<file path="src/rtl/cpu_pkg.sv">
// cpu_pkg
// Shared definitions for the multi-cycle CPU controller: opcode constants,
// FSM state encodings, the instruction field layout and the jump-offset
// sign-extension helper. Imported by cpu_ctrl_fsm and ctrl_decode.
// No ports (package).
package cpu_pkg;

  // Opcodes held in instruction bits [7:6]
  localparam logic [1:0] OP_ADD = 2'b00;
  localparam logic [1:0] OP_LW  = 2'b01;
  localparam logic [1:0] OP_SW  = 2'b10;
  localparam logic [1:0] OP_J   = 2'b11;

  // FSM states; encodings 6 and 7 are unused and recover to IDLE
  typedef enum logic [2:0] {
    ST_IDLE   = 3'd0,
    ST_FETCH  = 3'd1,
    ST_DECODE = 3'd2,
    ST_EXEC   = 3'd3,
    ST_MEM    = 3'd4,
    ST_WB     = 3'd5
  } state_e;

  // Instruction layout: [7:6] op, [5:4] rs, [3:2] rt, [1:0] rd / imm2.
  // For j the signed offset occupies [5:0] = {rs, rt, rd}.
  typedef struct packed {
    logic [1:0] op;
    logic [1:0] rs;
    logic [1:0] rt;
    logic [1:0] rd;
  } instr_t;

  // A jump offset of -1 lands back on the jump itself, which halts the core
  localparam logic [5:0] SELF_JUMP_OFF = 6'b111111;

  // Sign-extend a 6-bit jump offset to PC width
  function automatic logic [7:0] sextOffset(input logic [5:0] off);
    return {{2{off[5]}}, off};
  endfunction

endpackage

</file>
<file path="src/rtl/cpu_ctrl_fsm_decode.sv">
// ctrl_decode
// Purely combinational map from (opcode, FSM state) to datapath controls.
// Every control is zero unless the state/opcode pair calls for it.
// Ports:
//   op_i        opcode of the latched instruction
//   rt_i, rd_i  register fields of the latched instruction
//   state_i     current FSM state
//   regWrite_o, memRead_o, memWrite_o, aluSrc_o, memToReg_o  controls
//   writeReg_o  destination register (only meaningful while writing back)
module ctrl_decode
  import cpu_pkg::*;
(
  input  logic [1:0] op_i,
  input  logic [1:0] rt_i,
  input  logic [1:0] rd_i,
  input  state_e     state_i,
  output logic       regWrite_o,
  output logic       memRead_o,
  output logic       memWrite_o,
  output logic       aluSrc_o,
  output logic       memToReg_o,
  output logic [1:0] writeReg_o
);

  logic isLoad;
  logic isStore;
  logic isAdd;

  assign isLoad  = (op_i == OP_LW);
  assign isStore = (op_i == OP_SW);
  assign isAdd   = (op_i == OP_ADD);

  // Controls default low; only EXEC, MEM and WB ever raise anything.
  // The destination register is presented only alongside Reg_Write so that
  // it reads as zero in every state where nothing is being written.
  always_comb begin
    regWrite_o = 1'b0;
    memRead_o  = 1'b0;
    memWrite_o = 1'b0;
    aluSrc_o   = 1'b0;
    memToReg_o = 1'b0;
    writeReg_o = 2'b00;
    case (state_i)
      ST_EXEC: begin
        aluSrc_o = isLoad | isStore;
      end
      ST_MEM: begin
        aluSrc_o   = isLoad | isStore;
        memRead_o  = isLoad;
        memWrite_o = isStore;
      end
      ST_WB: begin
        regWrite_o = isLoad | isAdd;
        memToReg_o = isLoad;
        if (isLoad) begin
          writeReg_o = rt_i;
        end else if (isAdd) begin
          writeReg_o = rd_i;
        end
      end
      default: begin
      end
    endcase
  end

endmodule

</file>
<file path="src/rtl/cpu_ctrl_fsm.sv">
// cpu_ctrl_fsm
// Multi-cycle controller for a tiny 8-bit CPU: sequences
// IDLE/FETCH/DECODE/EXEC/MEM/WB, owns PC, IR, the halt flag, the retired
// instruction counter and the bounded memory-wait counter.
// Ports:
//   Clk, Reset_N   clock and synchronous active-low reset
//   Run            level; 0 stops at the next instruction boundary
//   Instruction    IMEM read data at address PC
//   Mem_Ready      DMEM access completes this cycle (used only in MEM)
//   PC, IR         instruction address / latched instruction
//   Reg_Write, Mem_Read, Mem_Write, ALU_Src, Mem_To_Reg, Write_Reg  controls
//   State          current state encoding
//   Halted         sticky, set by a self-jump, cleared only by reset
//   Instr_Count    retired-instruction counter (wraps)
module cpu_ctrl_fsm
  import cpu_pkg::*;
#(
  parameter int MEM_WAIT_MAX = 15
)
(
  input  logic        Clk,
  input  logic        Reset_N,
  input  logic        Run,
  input  logic [7:0]  Instruction,
  input  logic        Mem_Ready,
  output logic [7:0]  PC,
  output logic [7:0]  IR,
  output logic        Reg_Write,
  output logic        Mem_Read,
  output logic        Mem_Write,
  output logic        ALU_Src,
  output logic        Mem_To_Reg,
  output logic [1:0]  Write_Reg,
  output logic [2:0]  State,
  output logic        Halted,
  output logic [15:0] Instr_Count
);

  localparam int WAIT_W = (MEM_WAIT_MAX < 2) ? 1 : $clog2(MEM_WAIT_MAX + 1);
  localparam logic [WAIT_W-1:0] WAIT_LAST = WAIT_W'(MEM_WAIT_MAX - 1);

  state_e            state_q, state_d;
  logic [7:0]        pc_q, pc_d;
  instr_t            ir_q, ir_d;
  logic              halted_q, halted_d;
  logic [15:0]       count_q, count_d;
  logic [WAIT_W-1:0] memWait_q, memWait_d;

  logic              memDone;
  logic              jumpSelf;

  // The wait counter holds the number of MEM cycles already spent, so the
  // cycle in which it shows MEM_WAIT_MAX-1 is the last one allowed.
  assign memDone  = Mem_Ready | (memWait_q >= WAIT_LAST);
  assign jumpSelf = ({ir_q.rs, ir_q.rt, ir_q.rd} == SELF_JUMP_OFF);

  // Next-state, PC, IR, halt, retire-count and wait-counter logic. Every
  // register holds by default; an instruction retires (PC and count move)
  // on the edge that leaves its final state. Run is only consulted at
  // instruction boundaries so a falling Run never aborts an instruction.
  always_comb begin
    state_d   = state_q;
    pc_d      = pc_q;
    ir_d      = ir_q;
    halted_d  = halted_q;
    count_d   = count_q;
    memWait_d = '0;
    case (state_q)
      ST_IDLE: begin
        if (Run && !halted_q) begin
          state_d = ST_FETCH;
        end
      end
      ST_FETCH: begin
        ir_d    = instr_t'(Instruction);
        state_d = ST_DECODE;
      end
      ST_DECODE: begin
        state_d = ST_EXEC;
      end
      ST_EXEC: begin
        case (ir_q.op)
          OP_ADD: state_d = ST_WB;
          OP_LW,
          OP_SW:  state_d = ST_MEM;
          OP_J: begin
            // A self-jump computes PC+1-1, leaving PC where it was
            pc_d    = pc_q + 8'd1 + sextOffset({ir_q.rs, ir_q.rt, ir_q.rd});
            count_d = count_q + 16'd1;
            if (jumpSelf) begin
              halted_d = 1'b1;
              state_d  = ST_IDLE;
            end else begin
              state_d  = Run ? ST_FETCH : ST_IDLE;
            end
          end
          default: state_d = ST_IDLE;
        endcase
      end
      ST_MEM: begin
        if (memDone) begin
          if (ir_q.op == OP_LW) begin
            state_d = ST_WB;
          end else begin
            pc_d    = pc_q + 8'd1;
            count_d = count_q + 16'd1;
            state_d = Run ? ST_FETCH : ST_IDLE;
          end
        end else begin
          memWait_d = memWait_q + WAIT_W'(1);
        end
      end
      ST_WB: begin
        pc_d    = pc_q + 8'd1;
        count_d = count_q + 16'd1;
        state_d = Run ? ST_FETCH : ST_IDLE;
      end
      default: begin
        state_d = ST_IDLE;
      end
    endcase
  end

  // State and datapath registers with synchronous active-low reset; reset
  // wins in every state, including a pending memory wait.
  always_ff @(posedge Clk) begin
    if (!Reset_N) begin
      state_q   <= ST_IDLE;
      pc_q      <= 8'd0;
      ir_q      <= '0;
      halted_q  <= 1'b0;
      count_q   <= 16'd0;
      memWait_q <= '0;
    end else begin
      state_q   <= state_d;
      pc_q      <= pc_d;
      ir_q      <= ir_d;
      halted_q  <= halted_d;
      count_q   <= count_d;
      memWait_q <= memWait_d;
    end
  end

  ctrl_decode uDecode (
    .op_i       (ir_q.op),
    .rt_i       (ir_q.rt),
    .rd_i       (ir_q.rd),
    .state_i    (state_q),
    .regWrite_o (Reg_Write),
    .memRead_o  (Mem_Read),
    .memWrite_o (Mem_Write),
    .aluSrc_o   (ALU_Src),
    .memToReg_o (Mem_To_Reg),
    .writeReg_o (Write_Reg)
  );

  assign PC          = pc_q;
  assign IR          = ir_q;
  assign State       = state_q;
  assign Halted      = halted_q;
  assign Instr_Count = count_q;

endmodule

</file>
<file path="config.mk">
export PLATFORM = sky130hd
export DESIGN_NAME = cpu_ctrl_fsm
export DESIGN_NICKNAME = d
export VERILOG_FILES = /design/src/rtl/cpu_pkg.sv /design/src/rtl/cpu_ctrl_fsm_decode.sv /design/src/rtl/cpu_ctrl_fsm.sv
export SDC_FILE = /design/constraint.sdc
export NUM_CORES = 1
export LEC_CHECK = 0
export CAP_MARGIN = 15
export CORE_MARGIN = 5
export CORE_UTILIZATION = 50
export DETAILED_ROUTE_END_ITERATION = 8
export GPL_TIMING_DRIVEN = 0
export PLACE_DENSITY = 0.85
export SLEW_MARGIN = 30
export SYNTH_ARGS = -nofsm -noshare
export SYNTH_HDL_FRONTEND = slang
export SYNTH_SLANG_ARGS = --single-unit
</file>
<file path="constraint.sdc">
create_clock -name Clk -period 3 [get_ports Clk]
set_clock_uncertainty 0.1 [all_clocks]
set_input_delay 0.45 -clock Clk [delete_from_list [all_inputs] [get_ports Clk]]
set_output_delay 0.45 -clock Clk [all_outputs]
set_load 0.01 [all_outputs]
</file>
==> Word-level counts from Yosys, hierarchy flattened <==
Cells that the tools add are included.
Widths: inputs -> output; s select.
{ "classes": {"add_sub_neg": 4, "order_cmp": 1, "eq_ne": 13, "mux": 23, "n_bitwise": 5, "reduce_logical": 11} }
{ "ops": {"columns": ["cell", "n"], "rows": [
  ["$mux 16", 3],
  ["$pmux 16 s3", 1],
  ["$mux 8", 3],
  ["$pmux 8 s3", 1],
  ["$pmux 3 s6", 1],
  ["$add 16x1->16 const B", 1],
  ["$mux 3", 3],
  ["$pmux 3 s3", 1],
  ["$add 8x1->8 const B", 1],
  ["$add 8x8->8", 1],
  ["$ne 2x2->1 const B", 4],
  ["$mux 1", 7],
  ["$eq 3x2->1 const B", 2],
  ["$eq 3x3->1 const B", 2],
  ["$eq 6x6->1 const B", 1],
  ["$mux 2", 3],
  ["$add 4x1->4 const B", 1],
  ["$eq 2x2->1 const B", 2],
  ["$ge 4x4->1 const B", 1],
  ["$reduce_and 4->1", 1],
  ["$reduce_or 2->1", 2],
  ["$eq 3x1->1 const B", 1],
  ["$logic_not 3->1", 1],
  ["$or 1x1->1", 3],
  ["9 further kinds", 10]
]} }
{ "word_totals": {"reg_bits": 40} }

==> Longest topological paths before layout <==
Gate-level depths: netlist (run 1).
{ "depth": {"depth_word": 4, "mapped_depth": 10, "ltp_nobuf": 10} }

==> By module <==
A second synthesis (run 1) with hierarchy kept.
{ "hier_totals": {"hier_cells": 298, "area_unflattened_um2": 2492.4} }
{ "modules_own_cells": {"columns": ["mod", "instances", "cells_each", "area_per_inst_um2", "seq_area_each_um2"], "rows": [
  ["cpu_ctrl_fsm", 1, 277, 2351.0, 800.8],
  ["ctrl_decode", 1, 21, 141.4, 0.0]
]} }

==> Worst setup path after synthesis (run 1) <==
No wires, ideal clock.
{ "synth_timing": {"path_kind": "reg2reg", "startpoint": "register pc_q[2], in the netlist PC[2]", "endpoint": "register pc_q[7], in the netlist PC[7]", "t_arrival_ns": 2.274, "required_ns": 2.828, "setup_slack_ns": 0.554, "path_stages_with_launch": 11, "synth_period_minus_slack_ns": 2.446, "cell_sequence": "dfxtp_1 -> and3_1 -> and3_1 -> xor2_1 -> ha_1 -> o21ai_0 -> nand2b_1 -> mux2_2 -> nand4_1 -> mux2i_1 -> mux2i_1"} }
{ "synth_via": {"elab_chain_len": 4, "elab_cells_between_ends": 6, "cone_classes": "add/sub: 2; mux: 4"} }
{ "synth_rtl": {"columns": ["element", "line", "source"], "rows": [
  ["start, declared", "cpu_ctrl_fsm.sv:43", "logic [7:0] pc_q, pc_d;"],
  ["start signal, assigned", "cpu_ctrl_fsm.sv:136", "pc_q <= pc_d;"],
  ["$add 8x1->8 *", "cpu_ctrl_fsm.sv:88, cpu_ctrl_fsm.sv:105, cpu_ctrl_fsm.sv:114", null],
  ["$add 8x8->8 or $mux 8 (tied branches)", "cpu_ctrl_fsm.sv:88, cpu_ctrl_fsm.sv:102", null],
  ["$mux 8 (on tied branches)", "cpu_ctrl_fsm.sv:82, cpu_ctrl_fsm.sv:101", null],
  ["$pmux 8 s3 *", "cpu_ctrl_fsm.sv:68", "case (state_q)"]
]} }
Every way passes the cells marked *; elsewhere a longest branch is shown, timed or not. The select of a mux whose other input is x is not followed.
A chain may end at the register's enable or synchronous reset.

==> Final worst setup path (run 1) <==
Same ends and word-level chain as after synthesis.

==> summary.md, run 1 <==
| Metric | Value |
|---|---|
| Accumulated negative setup slack | `0 ns` |
| Max frequency | `~370 MHz` |
| Critical path cell sequence | `and3_1 -> and3_1 -> xor2_1 -> ha_1 -> o21ai_0 -> nand2b_1 -> mux2_2 -> nand4_1 -> mux2i_1 -> mux2i_1` |
| Commonest register cell after synthesis | `sky130_fd_sc_hd__dfxtp_1` |
| Final core occ | `0.666` |
| Overflow left after global routing | `0` |
| Diodes inserted | `0` |
| First-pass GRT wire length | `10000 µm` |
| Measured slew at the worst slew-check pin | `0.524 ns` |
| Largest area contributor in the netlist | `sky130_fd_sc_hd__dfxtp_1` |
| Start point of the worst hold path | `memWait_q[0]` |
| Minimum setup slack among reg-to-reg paths | `0.27 ns` |
| Clk buf depth | `2` |
| Detailed-route wire length | `5900 µm` |
| Hold/Removal Path Class | `reg2reg` |
| Clock insertion delay at the later pin of the skew report | `0.29 ns` |
| Hold Crit Endpoint | `memWait_q[0]` |
| CP max FO | `6` |
| Unrepaired setup endpoints after global routing | `false` |
| Mean instance size in the synthesized netlist | `8.55 µm²` |
| Unique masters post-synth | `45` |
| Area share of the largest cell type after synthesis | `0.331` |
| Via total after detailed routing | `around 2200` |
| Post-layout minimum cycle time | `~2.7 ns` |
| Total number of H-tree levels | `2` |
| Reg-to-reg critical path endpoint | `PC[7]` |
| Largest vdd supply drop | `0.000305 V` |
| Number of cells on the worst reg-to-reg path | `10` |
| Max-capacitance violation count | `0` |
| Filler cells | `around 380` |
| Count of buffering cells on the critical path with inverters included | `0` |
| Total power density per cell area | `462 mW/mm²` |
| Sinks on the clock net | `40` |
| Leading post-synthesis cells by cell area | `sky130_fd_sc_hd__dfxtp_1 33%, sky130_fd_sc_hd__ha_1 8.8%, sky130_fd_sc_hd__xnor2_1 6.5%` |
| Final-report setup violation count | `0` |
| First-pass iteration count of the detailed router | `4` |
| Clock edge transition at the registers on the reported setup and hold paths | `~0.08 ns` |
| Required time at the worst-slack endpoint | `around 3.1 ns` |
| Run status | `completed` |
| Crit path DAT | `2.86 ns` |
| FF+latch count, synth | `40` |
| Leakage power | `0.00124 µW` |
| Initial standard-cell utilization of the core | `0.512` |
| Kind of critical path | `reg2reg` |
| Cell area after placement | `0.00303 mm²` |
| Number of warnings printed during yosys synthesis | `0` |
| Die extent in x | `79.6 µm` |
| Top delay family on crit path | `multiplexers` |
| Kind of end point of the critical path | `register` |
| Final net count | `between 300 and 400` |
| Slew Viols, Final | `0` |
| Post-route fraction of the period consumed by the critical path | `0.911` |
| Max-Slew Margin vs Limit | `0.648` |
| Drc violations | `0` |
| Number of nets in the synthesized netlist | `313` |
| Setup crit start kind | `register` |
| Number of I/O pins | `55` |
| Sequential element share of the synthesized area | `0.331` |
| Number of buffers inserted by port buffering | `53` |
| Share of async-settable or async-resettable flops after synthesis | `0` |
| Std-Cell Rows | `25` |
| Ratio of routed vias to standard cells | `5.39` |
| Worst hold path stage count | `1` |
| Number of buffers created by CTS | `5` |
| Root buf cell | `sky130_fd_sc_hd__clkbuf_8` |
| Post-DRT Antenna Nets | `0` |
| Top cell types by occurrence after synthesis | `40 x sky130_fd_sc_hd__dfxtp_1, 26 x sky130_fd_sc_hd__nand2_1, 23 x sky130_fd_sc_hd__nor2_1` |
| CTS tree | `yes` |
| Post-synthesis instance area | `approximately 0.0024 mm²` |
| Hold buffers post-CTS | `0` |
| Overall die height | `79.6 µm` |
| Antenna violations before repair | `0` |
| Cells after DPL | `403` |
| Startpoint of the lowest-slack register-to-register path | `PC[2]` |
| Dominant cell by count in the synthesized netlist | `sky130_fd_sc_hd__dfxtp_1` |
| First-iteration detailed-routing DRC count | `134` |
| Number of flops mapped to enable cells by yosys | `0` |
| Area of the die | `0.00633 mm²` |
| Core region area | `about 0.0047 mm²` |
| Largest net degree at the start of global routing | `14` |
| Via count of the first global-routing pass | `between 2000 and 2500` |
| Final Hold Fails | `0` |
| Global placer's final weighted congestion | `approximately 0.86` |
| Final cell count without fillers | `411` |
| Synth-to-layout area growth | `30.0%` |
| Worst path max stage delay | `0.44 ns` |
| Post-DR wirelength/cell | `14.3 µm` |
| Post-CTS Setup Inserts | `0` |
| Total GRT Usage | `0.196` |
| Share of cells above drive strength 1 | `0.0581` |
| Total non-filler cell area in the finished layout | `0.00315 mm²` |
| Slowest-stage cell, CP | `sky130_fd_sc_hd__dfxtp_1` |
| Hpwl dp | `4490 µm` |
| Number of standard cells after synthesis | `about 280` |
-- timing repair --
item	in CTS	in global routing
hold endpoints to repair	0	0
endpoints found under the setup margin	0	1
gates resized for setup	0	1
-- kinds of logic after synthesis --
| logic type | count (synthesis) | share of synthesized area |
|---|---|---|
| AOI/OAI and AO/OA | 45 | 0.122 |
| xor gates and xnor gates | 25 | 0.0905 |
| adders and majority gates | 18 | 0.0962 |
| buffers and inverters | 19 | 0.0362 |
| DFF | 40 | 0.331 |
| muxes | 9 | 0.0377 |
| and+or+nand+nor | 127 | 0.286 |
-- power breakdown --
| group | leakage [µW] | switching, µW | internal (µW) | total, µW |
|---|---|---|---|---|
| clock network | 0.0000541 | 202 | 246 | 448 |
| logic | 0.000864 | 198 | 192 | 390 |
| registers | 0.000324 | 52.8 | 563 | 616 |
-- cell type report --
type                    count  area [µm²]  share of cell area
well taps                  67        83.8              0.0266
clock inverters             3        42.5              0.0135
multi-input cells         224        1530               0.487
inverters                   7        26.3             0.00835
clock buffers               5        68.8              0.0219
repair buffers             53         531               0.169
flip-flops and latches     40         801               0.254
plain buffers              12        62.6              0.0199
-- through the flow --
stage	setup slack, ns	hold slack [ns]	total power [µW]
after floorplan	0.554	0.330	869
after global placement	0.394	0.345	998
after detailed placement	0.307	0.350	1010
after CTS	0.190	0.369	1460
after global routing	0.0661	0.393	1530
final	0.267	0.367	1450
-- registers in the layout (all words and copies together) (netlist names) --
register	count
Instr_Count	16
IR	8
PC	8
memWait_q	4
State	3
Halted	1
-- worst register-to-register path: stages (launching register included) --
cell	delay [ns]
sky130_fd_sc_hd__dfxtp_1	0.44
sky130_fd_sc_hd__and3_1	0.20
sky130_fd_sc_hd__and3_1	0.24
sky130_fd_sc_hd__xor2_1	0.23
sky130_fd_sc_hd__ha_1	0.29
sky130_fd_sc_hd__o21ai_0	0.19
sky130_fd_sc_hd__nand2b_1	0.11
sky130_fd_sc_hd__mux2_2	0.28
sky130_fd_sc_hd__nand4_1	0.13
sky130_fd_sc_hd__mux2i_1	0.24
sky130_fd_sc_hd__mux2i_1	0.20
-- per-layer routing --
layer  vias to the layer above  wire length (µm)  GRT usage
met1                      1019              2510      0.232
li1                       1099                 -          -
met5                         -                 0          0
met4                         0                74     0.0481
met3                        11               378     0.0418
met2                        88              2930      0.356
-- worst max-delay path by stage --
stage             start       to  slack (ns)  depth (start not counted)
6_report          PC[2]    PC[7]        0.27                         10
4_1_cts        State[1]  ALU_Src        0.19                          7
3_3_place_gp      PC[2]    PC[7]        0.39                         10
2_1_floorplan     PC[2]    PC[7]        0.55                         10
5_1_grt           PC[2]    PC[7]        0.07                         10
3_5_place_dp      PC[2]    PC[7]        0.31                         10
-- cells in the final DEF (no fill, tap or decap), drive strengths merged, types with 3 or more instances in the layout --
master,synthesis,final
a21boi,5,5
ha,17,17
xnor2,18,18
o21ai,15,15
dfxtp,40,40
clkdlybuf4s50,0,53
buf,7,6
nor3,4,4
clkbuf,5,11
nand4,6,6
xor2,7,7
inv,7,7
nor2,23,23
nand2b,6,6
nand3,16,16
a21oi,10,10
and2,12,12
nor2b,12,12
mux2i,8,8
nor3b,5,5
nor4,3,3
and3,5,5
nand2,26,26
o211ai,5,5
Note: power is estimated with default switching activity, not from simulation.
==> inputs of run 2 (changes only) <==
--- a/config.mk
+++ b/config.mk
@@ -11,7 +11,7 @@
 export DETAILED_ROUTE_END_ITERATION = 8
 export GPL_TIMING_DRIVEN = 0
 export PLACE_DENSITY = 0.85
-export SLEW_MARGIN = 30
+export SLEW_MARGIN = 25
 export SYNTH_ARGS = -nofsm -noshare
 export SYNTH_HDL_FRONTEND = slang
 export SYNTH_SLANG_ARGS = --single-unit
==> results of run 2 <==
Same layout as run 1: the final DEF is identical, and so are final timing and power.
